### src/rtl/ssi_biss_slave_pkg.sv
// Shared encodings for the SSI / BiSS-C encoder-emulator slave: link modes,
// frame states and the CRC-6 generator polynomial.
package ssi_biss_slave_pkg;

  localparam logic [1:0] SLV_MODE_DISABLED = 2'd0;
  localparam logic [1:0] SLV_MODE_SSI      = 2'd1;
  localparam logic [1:0] SLV_MODE_BISS     = 2'd2;

  // x^6 + x + 1 with the x^6 term implicit (0x43 in full form)
  localparam logic [5:0] CRC6_POLY = 6'h03;

  typedef enum logic [2:0] {
    IDLE,
    ACK,
    START,
    CDS,
    DATA,
    STATUS,
    CRC,
    TIMEOUT
  } slv_state_t;

  function automatic logic mode_active(input logic [1:0] mode);
    return (mode == SLV_MODE_SSI) || (mode == SLV_MODE_BISS);
  endfunction

endpackage

### src/rtl/ssi_biss_slave_if.sv
// Control, status and serial-link signals of the encoder-emulator slave.
interface ssi_biss_slave_if #(
  parameter int POS_W = 32
) ();

  logic             enable;
  logic [1:0]       mode_sel;
  logic             gray_en;
  logic [POS_W-1:0] position_in;
  logic             err_n;
  logic             warn_n;
  logic             ma_in;
  logic             slo_out;
  logic             slo_oe;
  logic             busy;
  logic             frame_done;
  logic             frame_abort;

  modport slave (
    input  enable, mode_sel, gray_en, position_in, err_n, warn_n, ma_in,
    output slo_out, slo_oe, busy, frame_done, frame_abort
  );

  modport master (
    output enable, mode_sel, gray_en, position_in, err_n, warn_n, ma_in,
    input  slo_out, slo_oe, busy, frame_done, frame_abort
  );

endinterface

### src/rtl/ssi_biss_slave_crc6.sv
// Serial BiSS CRC-6 (x^6+x+1, init 0), one bit per shift_en, MSB-first data.
// Kept standalone so a link master can reuse it for checking.
module biss_crc6
  import ssi_biss_slave_pkg::*;
(
  input  logic       clk,
  input  logic       resetn,
  input  logic       clear,
  input  logic       shift_en,
  input  logic       din,
  output logic [5:0] crc
);

  logic [5:0] crc_reg;
  logic       feedback;

  assign feedback = din ^ crc_reg[5];

  always_ff @(posedge clk or negedge resetn) begin
    if (!resetn) begin
      crc_reg <= '0;
    end else if (clear) begin
      crc_reg <= '0;
    end else if (shift_en) begin
      crc_reg <= {crc_reg[4:0], 1'b0} ^ ({6{feedback}} & CRC6_POLY);
    end
  end

  assign crc = crc_reg;

endmodule

### src/rtl/ssi_biss_slave.sv
// Encoder-emulator slave: answers MA clock falls with an SSI or BiSS-C frame
// built from a position word latched at the first fall of the frame.
module ssi_biss_slave
  import ssi_biss_slave_pkg::*;
#(
  parameter int SSI_BITS       = 20,
  parameter int BISS_BITS      = 32,
  parameter int ACK_BITS       = 1,
  parameter int TIMEOUT_CYCLES = 1000,
  parameter int POS_W          = 32
) (
  input  logic clk,
  input  logic resetn,
  ssi_biss_slave_if.slave bus
);

  localparam int DW    = (SSI_BITS > BISS_BITS) ? SSI_BITS : BISS_BITS;
  localparam int CNT_W = $clog2(DW + 9);
  localparam int TO_W  = $clog2(TIMEOUT_CYCLES + 1);

  localparam logic [TO_W-1:0]  TO_MAX    = TO_W'(TIMEOUT_CYCLES);
  localparam logic [CNT_W-1:0] SSI_LAST  = CNT_W'(SSI_BITS - 1);
  localparam logic [CNT_W-1:0] BISS_LAST = CNT_W'(BISS_BITS - 1);
  localparam logic [CNT_W-1:0] ACK_LEN   = CNT_W'(ACK_BITS);
  localparam logic [CNT_W-1:0] CRC_LAST  = CNT_W'(5);
  localparam logic [CNT_W-1:0] CNT_ONE   = CNT_W'(1);

  slv_state_t       state_reg, state_next;
  logic [1:0]       mode_reg, mode_next;
  logic [DW-1:0]    data_reg, data_next;
  logic [CNT_W-1:0] bit_cnt_reg, bit_cnt_next;
  logic [TO_W-1:0]  to_cnt_reg, to_cnt_next;
  logic             slo_reg, slo_next;
  logic             oe_reg;
  logic             done_reg, done_next;
  logic             abort_reg, abort_next;
  logic             nerr_reg, nerr_next;
  logic             nwarn_reg, nwarn_next;

  logic [2:0]          ma_sync_reg;
  logic                ma_s, ma_fall, oe_cond;
  logic [SSI_BITS-1:0] ssi_bin, ssi_word;
  logic [4:0]          crc_inv;
  logic [DW-1:0]       ssi_just, biss_just, crc_just;
  logic [5:0]          crc_val;
  logic                crc_clear, crc_shift, crc_din;

  // [0],[1]: synchronizer; [2]: history for fall detect. Resets high because MA idles high.
  always_ff @(posedge clk or negedge resetn) begin
    if (!resetn) begin
      ma_sync_reg <= 3'b111;
    end else begin
      ma_sync_reg <= {ma_sync_reg[1:0], bus.ma_in};
    end
  end

  assign ma_s    = ma_sync_reg[1];
  assign ma_fall = ma_sync_reg[2] & ~ma_sync_reg[1];
  assign oe_cond = bus.enable && mode_active(bus.mode_sel);

  // Payloads are left-justified so both modes shift out of data_reg[DW-1]
  assign ssi_bin   = bus.position_in[SSI_BITS-1:0];
  assign ssi_word  = bus.gray_en ? (ssi_bin ^ (ssi_bin >> 1)) : ssi_bin;
  assign ssi_just  = DW'(ssi_word) << (DW - SSI_BITS);
  assign biss_just = DW'(bus.position_in[BISS_BITS-1:0]) << (DW - BISS_BITS);
  assign crc_inv   = ~crc_val[4:0];
  assign crc_just  = DW'(crc_inv) << (DW - 5);

  biss_crc6 u_crc (
    .clk      (clk),
    .resetn   (resetn),
    .clear    (crc_clear),
    .shift_en (crc_shift),
    .din      (crc_din),
    .crc      (crc_val)
  );

  always_ff @(posedge clk or negedge resetn) begin
    if (!resetn) begin
      state_reg   <= IDLE;
      mode_reg    <= SLV_MODE_DISABLED;
      data_reg    <= '0;
      bit_cnt_reg <= '0;
      to_cnt_reg  <= '0;
      slo_reg     <= 1'b1;
      oe_reg      <= 1'b0;
      done_reg    <= 1'b0;
      abort_reg   <= 1'b0;
      nerr_reg    <= 1'b1;
      nwarn_reg   <= 1'b1;
    end else begin
      state_reg   <= state_next;
      mode_reg    <= mode_next;
      data_reg    <= data_next;
      bit_cnt_reg <= bit_cnt_next;
      to_cnt_reg  <= to_cnt_next;
      slo_reg     <= slo_next;
      oe_reg      <= oe_cond;
      done_reg    <= done_next;
      abort_reg   <= abort_next;
      nerr_reg    <= nerr_next;
      nwarn_reg   <= nwarn_next;
    end
  end

  always_comb begin
    state_next   = state_reg;
    mode_next    = mode_reg;
    data_next    = data_reg;
    bit_cnt_next = bit_cnt_reg;
    to_cnt_next  = to_cnt_reg;
    slo_next     = slo_reg;
    done_next    = 1'b0;
    abort_next   = 1'b0;
    nerr_next    = nerr_reg;
    nwarn_next   = nwarn_reg;
    crc_clear    = 1'b0;
    crc_shift    = 1'b0;
    crc_din      = 1'b0;

    if (state_reg == IDLE || !ma_s) begin
      to_cnt_next = '0;
    end else if (to_cnt_reg != TO_MAX) begin
      to_cnt_next = to_cnt_reg + TO_W'(1);
    end

    if (!oe_cond) begin
      state_next   = IDLE;
      slo_next     = 1'b1;
      bit_cnt_next = '0;
      to_cnt_next  = '0;
    end else if (state_reg != IDLE && bus.mode_sel != mode_reg) begin
      abort_next   = 1'b1;
      state_next   = IDLE;
      slo_next     = 1'b1;
      bit_cnt_next = '0;
      to_cnt_next  = '0;
    end else if (state_reg != IDLE && to_cnt_reg == TO_MAX) begin
      // A long MA-high ends a finished frame normally, anything earlier is a truncation
      done_next    = (state_reg == TIMEOUT);
      abort_next   = (state_reg != TIMEOUT);
      state_next   = IDLE;
      slo_next     = 1'b1;
      bit_cnt_next = '0;
      to_cnt_next  = '0;
    end else if (ma_fall) begin
      case (state_reg)
        IDLE: begin
          mode_next    = bus.mode_sel;
          bit_cnt_next = '0;
          crc_clear    = 1'b1;
          if (bus.mode_sel == SLV_MODE_SSI) begin
            data_next  = ssi_just << 1;
            slo_next   = ssi_just[DW-1];
            state_next = DATA;
          end else begin
            data_next  = biss_just;
            nerr_next  = bus.err_n;
            nwarn_next = bus.warn_n;
            slo_next   = 1'b1;
            state_next = ACK;
          end
        end
        ACK: begin
          if (bit_cnt_reg == ACK_LEN) begin
            slo_next     = 1'b1;
            bit_cnt_next = '0;
            state_next   = START;
          end else begin
            slo_next     = 1'b0;
            bit_cnt_next = bit_cnt_reg + CNT_ONE;
          end
        end
        START: begin
          slo_next   = 1'b0;
          state_next = CDS;
        end
        CDS: begin
          slo_next     = data_reg[DW-1];
          data_next    = data_reg << 1;
          crc_shift    = 1'b1;
          crc_din      = data_reg[DW-1];
          bit_cnt_next = '0;
          state_next   = DATA;
        end
        DATA: begin
          if (mode_reg == SLV_MODE_SSI && bit_cnt_reg == SSI_LAST) begin
            slo_next   = 1'b0;
            state_next = TIMEOUT;
          end else if (mode_reg == SLV_MODE_BISS && bit_cnt_reg == BISS_LAST) begin
            slo_next     = nerr_reg;
            crc_shift    = 1'b1;
            crc_din      = nerr_reg;
            bit_cnt_next = '0;
            state_next   = STATUS;
          end else begin
            slo_next     = data_reg[DW-1];
            data_next    = data_reg << 1;
            crc_shift    = (mode_reg == SLV_MODE_BISS);
            crc_din      = data_reg[DW-1];
            bit_cnt_next = bit_cnt_reg + CNT_ONE;
          end
        end
        STATUS: begin
          if (bit_cnt_reg == '0) begin
            slo_next     = nwarn_reg;
            crc_shift    = 1'b1;
            crc_din      = nwarn_reg;
            bit_cnt_next = CNT_ONE;
          end else begin
            // nW has been absorbed by now, so the CRC register is final
            slo_next     = ~crc_val[5];
            data_next    = crc_just;
            bit_cnt_next = '0;
            state_next   = CRC;
          end
        end
        CRC: begin
          if (bit_cnt_reg == CRC_LAST) begin
            slo_next   = 1'b0;
            state_next = TIMEOUT;
          end else begin
            slo_next     = data_reg[DW-1];
            data_next    = data_reg << 1;
            bit_cnt_next = bit_cnt_reg + CNT_ONE;
          end
        end
        default: begin
        end
      endcase
    end
  end

  assign bus.slo_out     = slo_reg;
  assign bus.slo_oe      = oe_reg;
  assign bus.busy        = (state_reg != IDLE);
  assign bus.frame_done  = done_reg;
  assign bus.frame_abort = abort_reg;

endmodule

### src/flat_wrapper.sv
// flat-port wrapper written by rule: the top's interface ports become plain ports
module ssi_biss_slave_flat import ssi_biss_slave_pkg::*;
#(
  parameter int SSI_BITS       = 20,
  parameter int BISS_BITS      = 32,
  parameter int ACK_BITS       = 1,
  parameter int TIMEOUT_CYCLES = 1000,
  parameter int POS_W          = 32
)
  (clk, resetn, bus_enable, bus_mode_sel, bus_gray_en, bus_position_in, bus_err_n, bus_warn_n, bus_ma_in, bus_slo_out, bus_slo_oe, bus_busy, bus_frame_done, bus_frame_abort);
  ssi_biss_slave_if #(.POS_W(POS_W)) bus_i ();
  input  logic clk;
  input  logic resetn;
  input wire logic [$bits(bus_i.enable)-1:0] bus_enable;
  input wire logic [$bits(bus_i.mode_sel)-1:0] bus_mode_sel;
  input wire logic [$bits(bus_i.gray_en)-1:0] bus_gray_en;
  input wire logic [$bits(bus_i.position_in)-1:0] bus_position_in;
  input wire logic [$bits(bus_i.err_n)-1:0] bus_err_n;
  input wire logic [$bits(bus_i.warn_n)-1:0] bus_warn_n;
  input wire logic [$bits(bus_i.ma_in)-1:0] bus_ma_in;
  output wire logic [$bits(bus_i.slo_out)-1:0] bus_slo_out;
  output wire logic [$bits(bus_i.slo_oe)-1:0] bus_slo_oe;
  output wire logic [$bits(bus_i.busy)-1:0] bus_busy;
  output wire logic [$bits(bus_i.frame_done)-1:0] bus_frame_done;
  output wire logic [$bits(bus_i.frame_abort)-1:0] bus_frame_abort;
  assign bus_i.enable = bus_enable;
  assign bus_i.mode_sel = bus_mode_sel;
  assign bus_i.gray_en = bus_gray_en;
  assign bus_i.position_in = bus_position_in;
  assign bus_i.err_n = bus_err_n;
  assign bus_i.warn_n = bus_warn_n;
  assign bus_i.ma_in = bus_ma_in;
  assign bus_slo_out = bus_i.slo_out;
  assign bus_slo_oe = bus_i.slo_oe;
  assign bus_busy = bus_i.busy;
  assign bus_frame_done = bus_i.frame_done;
  assign bus_frame_abort = bus_i.frame_abort;
  ssi_biss_slave #(.SSI_BITS(SSI_BITS), .BISS_BITS(BISS_BITS), .ACK_BITS(ACK_BITS), .TIMEOUT_CYCLES(TIMEOUT_CYCLES), .POS_W(POS_W)) u_core (.clk(clk), .resetn(resetn), .bus(bus_i));
endmodule
### config.mk
export PLATFORM = sky130hd
export DESIGN_NAME = ssi_biss_slave_flat
export DESIGN_NICKNAME = d
export VERILOG_FILES = /design/src/rtl/ssi_biss_slave_pkg.sv /design/src/rtl/ssi_biss_slave_if.sv /design/src/rtl/ssi_biss_slave_crc6.sv /design/src/rtl/ssi_biss_slave.sv /design/src/flat_wrapper.sv
export SDC_FILE = /design/constraint.sdc
export NUM_CORES = 1
export LEC_CHECK = 0
export CAP_MARGIN = 15
export CORE_ASPECT_RATIO = 2
export CORE_UTILIZATION = 57
export DETAILED_ROUTE_END_ITERATION = 7
export HOLD_SLACK_MARGIN = 0.02
export PLACE_DENSITY_LB_ADDON = 0.05
export SYNTH_ARGS = -nofsm -noshare
export SYNTH_HDL_FRONTEND = slang
export SYNTH_SLANG_ARGS = --single-unit
### constraint.sdc
create_clock -name clk -period 2.9 [get_ports clk]
set_input_delay 0.58 -clock clk [delete_from_list [all_inputs] [get_ports clk]]
set_output_delay 0.58 -clock clk [all_outputs]
set_load 0.01 [all_outputs]
==> load_flow_metrics.sql, run 1 <==
INSERT INTO impl_metrics (metric_group, metric, value, unit) VALUES
('grt', 'antenna_found_initial', '0', ''),
('sta', 'total_negative_slack', '0', 'ps'),
('place', 'routabilityCongestion', '0.8930', ''),
('clock_tree', 'clock_pin_slew_on_the_worst_setup_and_hold_paths', '60', 'ps'),
('route', 'totalWireLength', '11.61', 'mm'),
('sta', 'final_period_minus_worst_setup_slack', '2456', 'ps'),
('floorplanning', 'initial_core_util', '0.5831', ''),
('clock_tree', 'htree_levels', '3', ''),
('pwr', 'totalPowerFinal', '3366', 'uW'),
('pwr', 'share_of_total_power_consumed_by_net_switching', '0.2971', ''),
('place', 'preCtsSetupSlack', '90.82', 'ps'),
('grt', 'grt_pass1_wl', '18.90', 'mm'),
('floorplanning', 'placementRows', '45', ''),
('floorplanning', 'die_span_y', '126.2', 'um'),
('clock_tree', 'tritoncts', 'built', ''),
('grt', 'first_global_vias', '3975', ''),
('pwr', 'switching_power', '999.9', 'uW'),
('yosys', 'synth_cell_types', '63', ''),
('clock_tree', 'tritoncts.num_buffers', '9', ''),
('floorplanning', 'floorplan.die_area', '0.008095', 'mm^2'),
('clock_tree', 'post_cts_resize_count', '0', ''),
('place', 'port_buffer_count', '45', ''),
('pwr', 'power_leakage', '0.002290', 'uW'),
('floorplanning', 'io_pins', '46', ''),
('layout', 'layout-drive-gt1-share', '0.1155', ''),
('worst_setup_path', 'r2r.worst_path.cells', '8', ''),
('layout', 'final_core_utilization', '0.7018', ''),
('run_status', 'run_status', 'finished, final reports clean', ''),
('pwr', 'clockPowerShare', '0.345', ''),
('yosys', 'netlist_area', '0.004399', 'mm^2'),
('layout', 'storage_cell_area', '0.001709', 'mm^2'),
('layout', 'footprint_of_the_multi_input_gates', '0.002450', 'mm^2'),
('floorplanning', 'core_area', '0.007545', 'mm^2'),
('place', 'dp_hpwl', '8.688', 'mm'),
('sta', 'report.final.slew_viol_count', '0', ''),
('layout', 'post_layout_nonfiller_instances', '622', ''),
('yosys', 'asr_flop_ratio_synth', '1.000', ''),
('clock_tree', 'cts-root-to-sink-buffers', '2', ''),
('worst_setup_path', 'critical_path_peak_fanout', '32', ''),
('worst_setup_path', 'ff2ff_setup_slack', '510', 'ps'),
('clock_tree', 'root_buffer', 'clkbuf_16', ''),
('route', 'drt_drc_violations_left', '0', ''),
('route', 'via_count', '3772', ''),
('worst_setup_path', 'startpoint_type', 'input pin', ''),
('job', 'drv.max_cap_violation_count', '0', ''),
('grt', 'grt_start_max_net_pins', '44', ''),
('worst_setup_path', 'cp_slowest_cell', 'clkdlybuf4s50_1', ''),
('clock_tree', 'cts_hold_buf', '0', ''),
('sta', 'post-route-period-util', '0.8470', ''),
('worst_setup_path', 'cp_data_arrival_time', '2660', 'ps'),
('sta', 'post-route-worst-setup-slack', '443.7', 'ps'),
('sta', 'actual_slew_at_the_worst_max_slew_pin', '736.5', 'ps'),
('yosys', 'synth_seq_area_share', '0.3885', ''),
('route', 'dr.first_iter.drc_count', '229', ''),
('clock_tree', 'clock_insertion_delay_worst_skew', '330', 'ps'),
('sta', 'grt_setup_unrepaired', 'false', ''),
('layout', 'number_of_flip_flops_in_the_largest_register', '32', ''),
('layout', 'layout.filler_cells', '652', ''),
('yosys', 'ys_seq_elements', '68', ''),
('pwr', 'internal_power', '2366', 'uW'),
('grt', 'grt_overflow', '0', ''),
('place', 'numPlacedInstances', '606', ''),
('floorplanning', 'floorplan.die.width', '64.12', 'um'),
('yosys', 'synthesis.nets', '526', ''),
('yosys', 'synth_ff_type', 'dfrtp_1', ''),
('layout', 'most_common_cell_after_layout_fill_and_taps_aside', 'dfrtp_1', ''),
('yosys', 'synth_top_area_frac', '0.3527', ''),
('pwr', 'power.ir.vdd_worst', '0.0004831', 'V'),
('route', 'route.antenna.remaining_nets', '0', ''),
('sta', 'finalHoldViolCount', '0', ''),
('layout', 'layout_common_cells', 'dfrtp_1 (62), nor2_1 (49), clkdlybuf4s50_1 (44)', '');
## per-layer routing
metal	global-route usage	vias up	wire length [um]
li1	-	1797	-
met5	0	-	0
met2	0.5839	122	6534
met1	0.3066	1816	4014
met4	0.1961	0	627
met3	0.03714	37	436
## metrics by stage
stage	hold slack, ps	cell area (um^2)
floorplan	284.4	4399
global placement	347.4	4977
detailed placement	348.8	4977
CTS	329.1	5295
global route	354.9	5295
finish	313.1	5295
## how the worst max path moves through the flow
stage	start	to	slack (ps)	cells after the start
finish	bus_mode_sel[1]	u_core.data_reg[9]	440	9
global route	bus_mode_sel[1]	u_core.data_reg[18]	350	9
CTS	bus_mode_sel[1]	u_core.data_reg[18]	430	9
detailed placement	bus_mode_sel[1]	u_core.data_reg[18]	90	9
global placement	bus_mode_sel[1]	u_core.data_reg[11]	150	9
floorplan	bus_mode_sel[1]	u_core.data_reg[7]	690	8
## logic make-up after synthesis
group | share of synthesized area
multiplexers | 0.1061
adder cells (fa/ha/maj) | 0.01706
AO/OA/AOI/OAI | 0.2048
buffers and inverters | 0.05546
flip-flops | 0.3885
XOR/XNOR | 0.05688
AND/OR/NAND/NOR | 0.1712
## worst max-delay path: cells and delay by family
family	cells	cell delay, ps
buffers and inverters	3	810
and+or+nand+nor	3	450
muxes	1	360
adders and majority gates	1	260
AOI/OAI and AO/OA	1	200
## synthesized netlist by cell type (2+ instances only)
master    count
a211oi_1      3
a21bo_2       5
a21o_1        3
a21oi_1      35
a221o_1       2
a22o_1       25
a22oi_1       3
a31oi_1      10
a41o_1        2
and2_0        2
and2_1        2
and3_1        2
buf_2         6
buf_6         5
clkbuf_1     17
dfrtp_1      62
dfstp_2       6
ha_1          6
inv_1        23
mux2_1       23
mux2_2        6
mux2i_1      14
nand2_1      41
nand2b_1      3
nand3_1      14
nand3b_1      8
nand4_1       3
nor2_1       49
nor2b_1       8
nor3_1       11
o21ai_0      19
o221ai_1      6
xnor2_1       7
xor2_1       19
## power groups by stage
| stage | clock (uW) | combinational, uW | sequential, uW |
|---|---|---|---|
| 2_1_floorplan | 0 | 571 | 1320 |
| 3_3_place_gp | 0 | 801 | 1380 |
| 3_5_place_dp | 0 | 829 | 1390 |
| 4_1_cts | 1180 | 836 | 1370 |
| 5_1_grt | 1220 | 915 | 1400 |
| 6_report | 1160 | 830 | 1370 |
## layout make-up
cell class	count	area share
clock buffer	10	0.04324
clock inverter	6	0.01678
inverter	24	0.01701
multi-input combinational	358	0.4627
sequential	68	0.3228
tap	94	0.02221
timing repair buffer	62	0.1153
(Power assumes the default switching activity.)
==> run 2: changes to the inputs <==
==> constraint.sdc (replaced) <==
create_clock -name clk -period 2.6 [get_ports clk]
set_input_delay 0.52 -clock clk [delete_from_list [all_inputs] [get_ports clk]]
set_output_delay 0.52 -clock clk [all_outputs]
set_load 0.01 [all_outputs]
==> run 2 against run 1 <==
Net effect:
- die area is the same
- sequential power grew 12%
- global-route usage grew 0.64 points
- via count grew 2.2%
- count of clock-buffer cells in the layout grew 2
- clock power grew 13%
- routed wire length grew 3.7%
- largest power group unchanged
==> load_flow_metrics.sql, run 2 (synthesized netlist as in run 1, its figures left out) <==
INSERT INTO impl_metrics (metric_group, metric, value, unit) VALUES
('run_status', 'run_status', 'finished, final reports clean', ''),
('layout', 'num_antenna_cells', '0', ''),
('sta', 'finalHoldViolCount', '0', ''),
('route', 'detail_route.vias_per_cell', '6.069', ''),
('worst_setup_path', 'endpoint_class_of_the_critical_path', 'output pin', ''),
('route', 'drt-wirelength-per-cell', '18.97', 'um'),
('hold_path', 'hold_class', 'input pin to async pin', ''),
('pwr', 'internal_power', '2680', 'uW'),
('clock_tree', 'clock_insertion_delay_worst_skew', '340', 'ps'),
('clock_tree', 'post_cts_resize_count', '0', ''),
('sta', 'post-route-period-util', '0.9751', ''),
('floorplanning', 'io_pins', '46', ''),
('pwr', 'share_of_total_power_consumed_by_net_switching', '0.2946', ''),
('floorplanning', 'placementRows', '45', ''),
('floorplanning', 'floorplan.die.width', '64.12', 'um'),
('clock_tree', 'tritoncts', 'built', ''),
('sta', 'finalHoldWorstSlack', '167.4', 'ps'),
('route', 'route.antenna.remaining_nets', '0', ''),
('floorplanning', 'die_span_y', '126.2', 'um'),
('clock_tree', 'htree_levels', '3', ''),
('clock_tree', 'cts_hold_buf', '0', ''),
('route', 'via_count', '3854', ''),
('pwr', 'power_leakage', '0.002352', 'uW'),
('layout', 'area_growth', '22.35', '%'),
('route', 'drt_first_pass_iters', '5', ''),
('worst_setup_path', 'crit_required', '2080', 'ps'),
('floorplanning', 'initial_core_util', '0.5831', ''),
('grt', 'antenna_found_initial', '0', ''),
('sta', 'worst_clock_skew', '6.892', 'ps'),
('worst_setup_path', 'critical_path_peak_fanout', '13', ''),
('place', 'dp_hpwl', '8.928', 'mm'),
('route', 'dr.first_iter.drc_count', '301', ''),
('pwr', 'switching_power', '1119', 'uW'),
('clock_tree', 'root_buffer', 'clkbuf_16', ''),
('grt', 'first_global_vias', '3869', ''),
('sta', 'report.final.slew_viol_count', '0', ''),
('sta', 'setup_violations', '0', ''),
('clock_tree', 'cts-root-to-sink-buffers', '2', ''),
('pwr', 'power-per-cell-area', '705.8', 'mW/mm^2'),
('worst_setup_path', 'setup.worst_path.class', 'register to output pin', ''),
('place', 'numPlacedInstances', '619', ''),
('pwr', 'power.share.sequential', '0.403', ''),
('clock_tree', 'clkSinkCount', '68', ''),
('sta', 'grt_setup_unrepaired', 'false', ''),
('clock_tree', 'postcts_setup_bufs', '0', ''),
('job', 'drv.max_cap_violation_count', '0', ''),
('layout', 'number_of_flip_flops_in_the_largest_register', '32', ''),
('clock_tree', 'clock_pin_slew_on_the_worst_setup_and_hold_paths', '60', 'ps'),
('layout', 'post_layout_nonfiller_instances', '635', ''),
('layout', 'final_net_count', '583', ''),
('clock_tree', 'tritoncts.num_buffers', '9', ''),
('place', 'port_buffer_count', '45', ''),
('worst_setup_path', 'cp_data_arrival_time', '2020', 'ps'),
('grt', 'grt_util_all_layers', '0.3157', ''),
('sta', 'total_negative_slack', '0', 'ps'),
('sta', 'slew_headroom', '0.6289', ''),
('layout', 'final_area', '0.005383', 'mm^2'),
('worst_setup_path', 'r2r.worst_path.cells', '6', ''),
('grt', 'grt_pass1_wl', '19.04', 'mm'),
('sta', 'timing.fmax', '394.4', 'MHz'),
('pwr', 'p_comb_frac', '0.252', ''),
('pwr', 'power.ir.vdd_worst', '0.0004584', 'V'),
('place', 'place_area', '0.005062', 'mm^2'),
('sta', 'final_period_minus_worst_setup_slack', '2535', 'ps'),
('layout', 'layout-drive-gt1-share', '0.1368', ''),
('sta', 'actual_slew_at_the_worst_max_slew_pin', '556.6', 'ps'),
('route', 'drt_drc_violations_left', '0', ''),
('pwr', 'clockPowerShare', '0.346', ''),
('layout', 'most_common_cell_after_layout_fill_and_taps_aside', 'dfrtp_1', ''),
('place', 'routabilityCongestion', '0.9740', ''),
('layout', 'final_core_utilization', '0.7134', ''),
('floorplanning', 'core_area', '0.007545', 'mm^2'),
('floorplanning', 'floorplan.die_area', '0.008095', 'mm^2'),
('worst_setup_path', 'startpoint_type', 'register', ''),
('route', 'totalWireLength', '12.04', 'mm'),
('grt', 'grt_start_max_net_pins', '40', ''),
('grt', 'grt_overflow', '0', ''),
('layout', 'layout_common_cells', 'dfrtp_1 (61), nor2_1 (49), clkdlybuf4s50_1 (44)', '');
==> run 2: cell count changes in the layout (fill, tap and decap cells not counted), sizes merged <==
cell / before / now
buf: 18 / 31
clkinv: 2 / 1
clkinvlp: 2 / 1
clkbuf: 10 / 12
==> run 2: critical path: stages, from the launching register on <==
cell and delay (ps):
dfrtp_2 500, or2_1 350, nor2_4 190, inv_2 120
clkdlybuf4s50_1 510
==> run 2: final cells by class <==
cell class                      instances  area [um^2]
Clock buffer                           12        246.5
Clock inverter                          4        72.57
Fill cell                             602         2162
Inverter                               24        90.09
Multi-Input combinational cell        358         2450
Sequential cell                        68         1710
Tap cell                               94        117.6
Timing Repair Buffer                   75        695.7
==> run 2: power by group through the flow <==
stage / clock network (uW) / registers (uW) / logic (uW)
3_3_place_gp: 0 / 1530 / 918
4_1_cts: 1330 / 1520 / 954
6_report: 1310 / 1530 / 956
3_5_place_dp: 0 / 1540 / 946
2_1_floorplan: 0 / 1480 / 637
5_1_grt: 1370 / 1560 / 1050
==> run 2: path summary, 6_finish.rpt <==
| check | end | startpoint | slack (ps) |
|---|---|---|---|
| max in group asynchronous | u_core.nwarn_reg | resetn | 1640 |
| worst max register to register | u_core.state_reg[0] | u_core.bit_cnt_reg[2] | 280 |
| worst min-delay path | u_core.data_reg[1] | resetn | 170 |
| min in group clk | u_core.ma_sync_reg[1] | u_core.ma_sync_reg[0] | 360 |
| worst max-delay path | bus_busy | u_core.state_reg[2] | 60 |
| worst min register to register | u_core.ma_sync_reg[1] | u_core.ma_sync_reg[0] | 360 |
==> run 2: metrics by stage <==
stage          power [uW]  worst slack [ps]
2_1_floorplan        2112             428.3
3_3_place_gp         2447            -28.64
3_5_place_dp         2487            -86.33
4_1_cts              3805             8.380
5_1_grt              3977             23.62
6_report             3799             64.71
==> run 2: per-layer routing <==
metal,GRT usage,vias to the layer above,routed length [um]
met5,0,-,0
met4,0.2105,0,810
met3,0.05707,49,534
met2,0.5738,139,6495
met1,0.3167,1845,4204
li1,-,1821,-
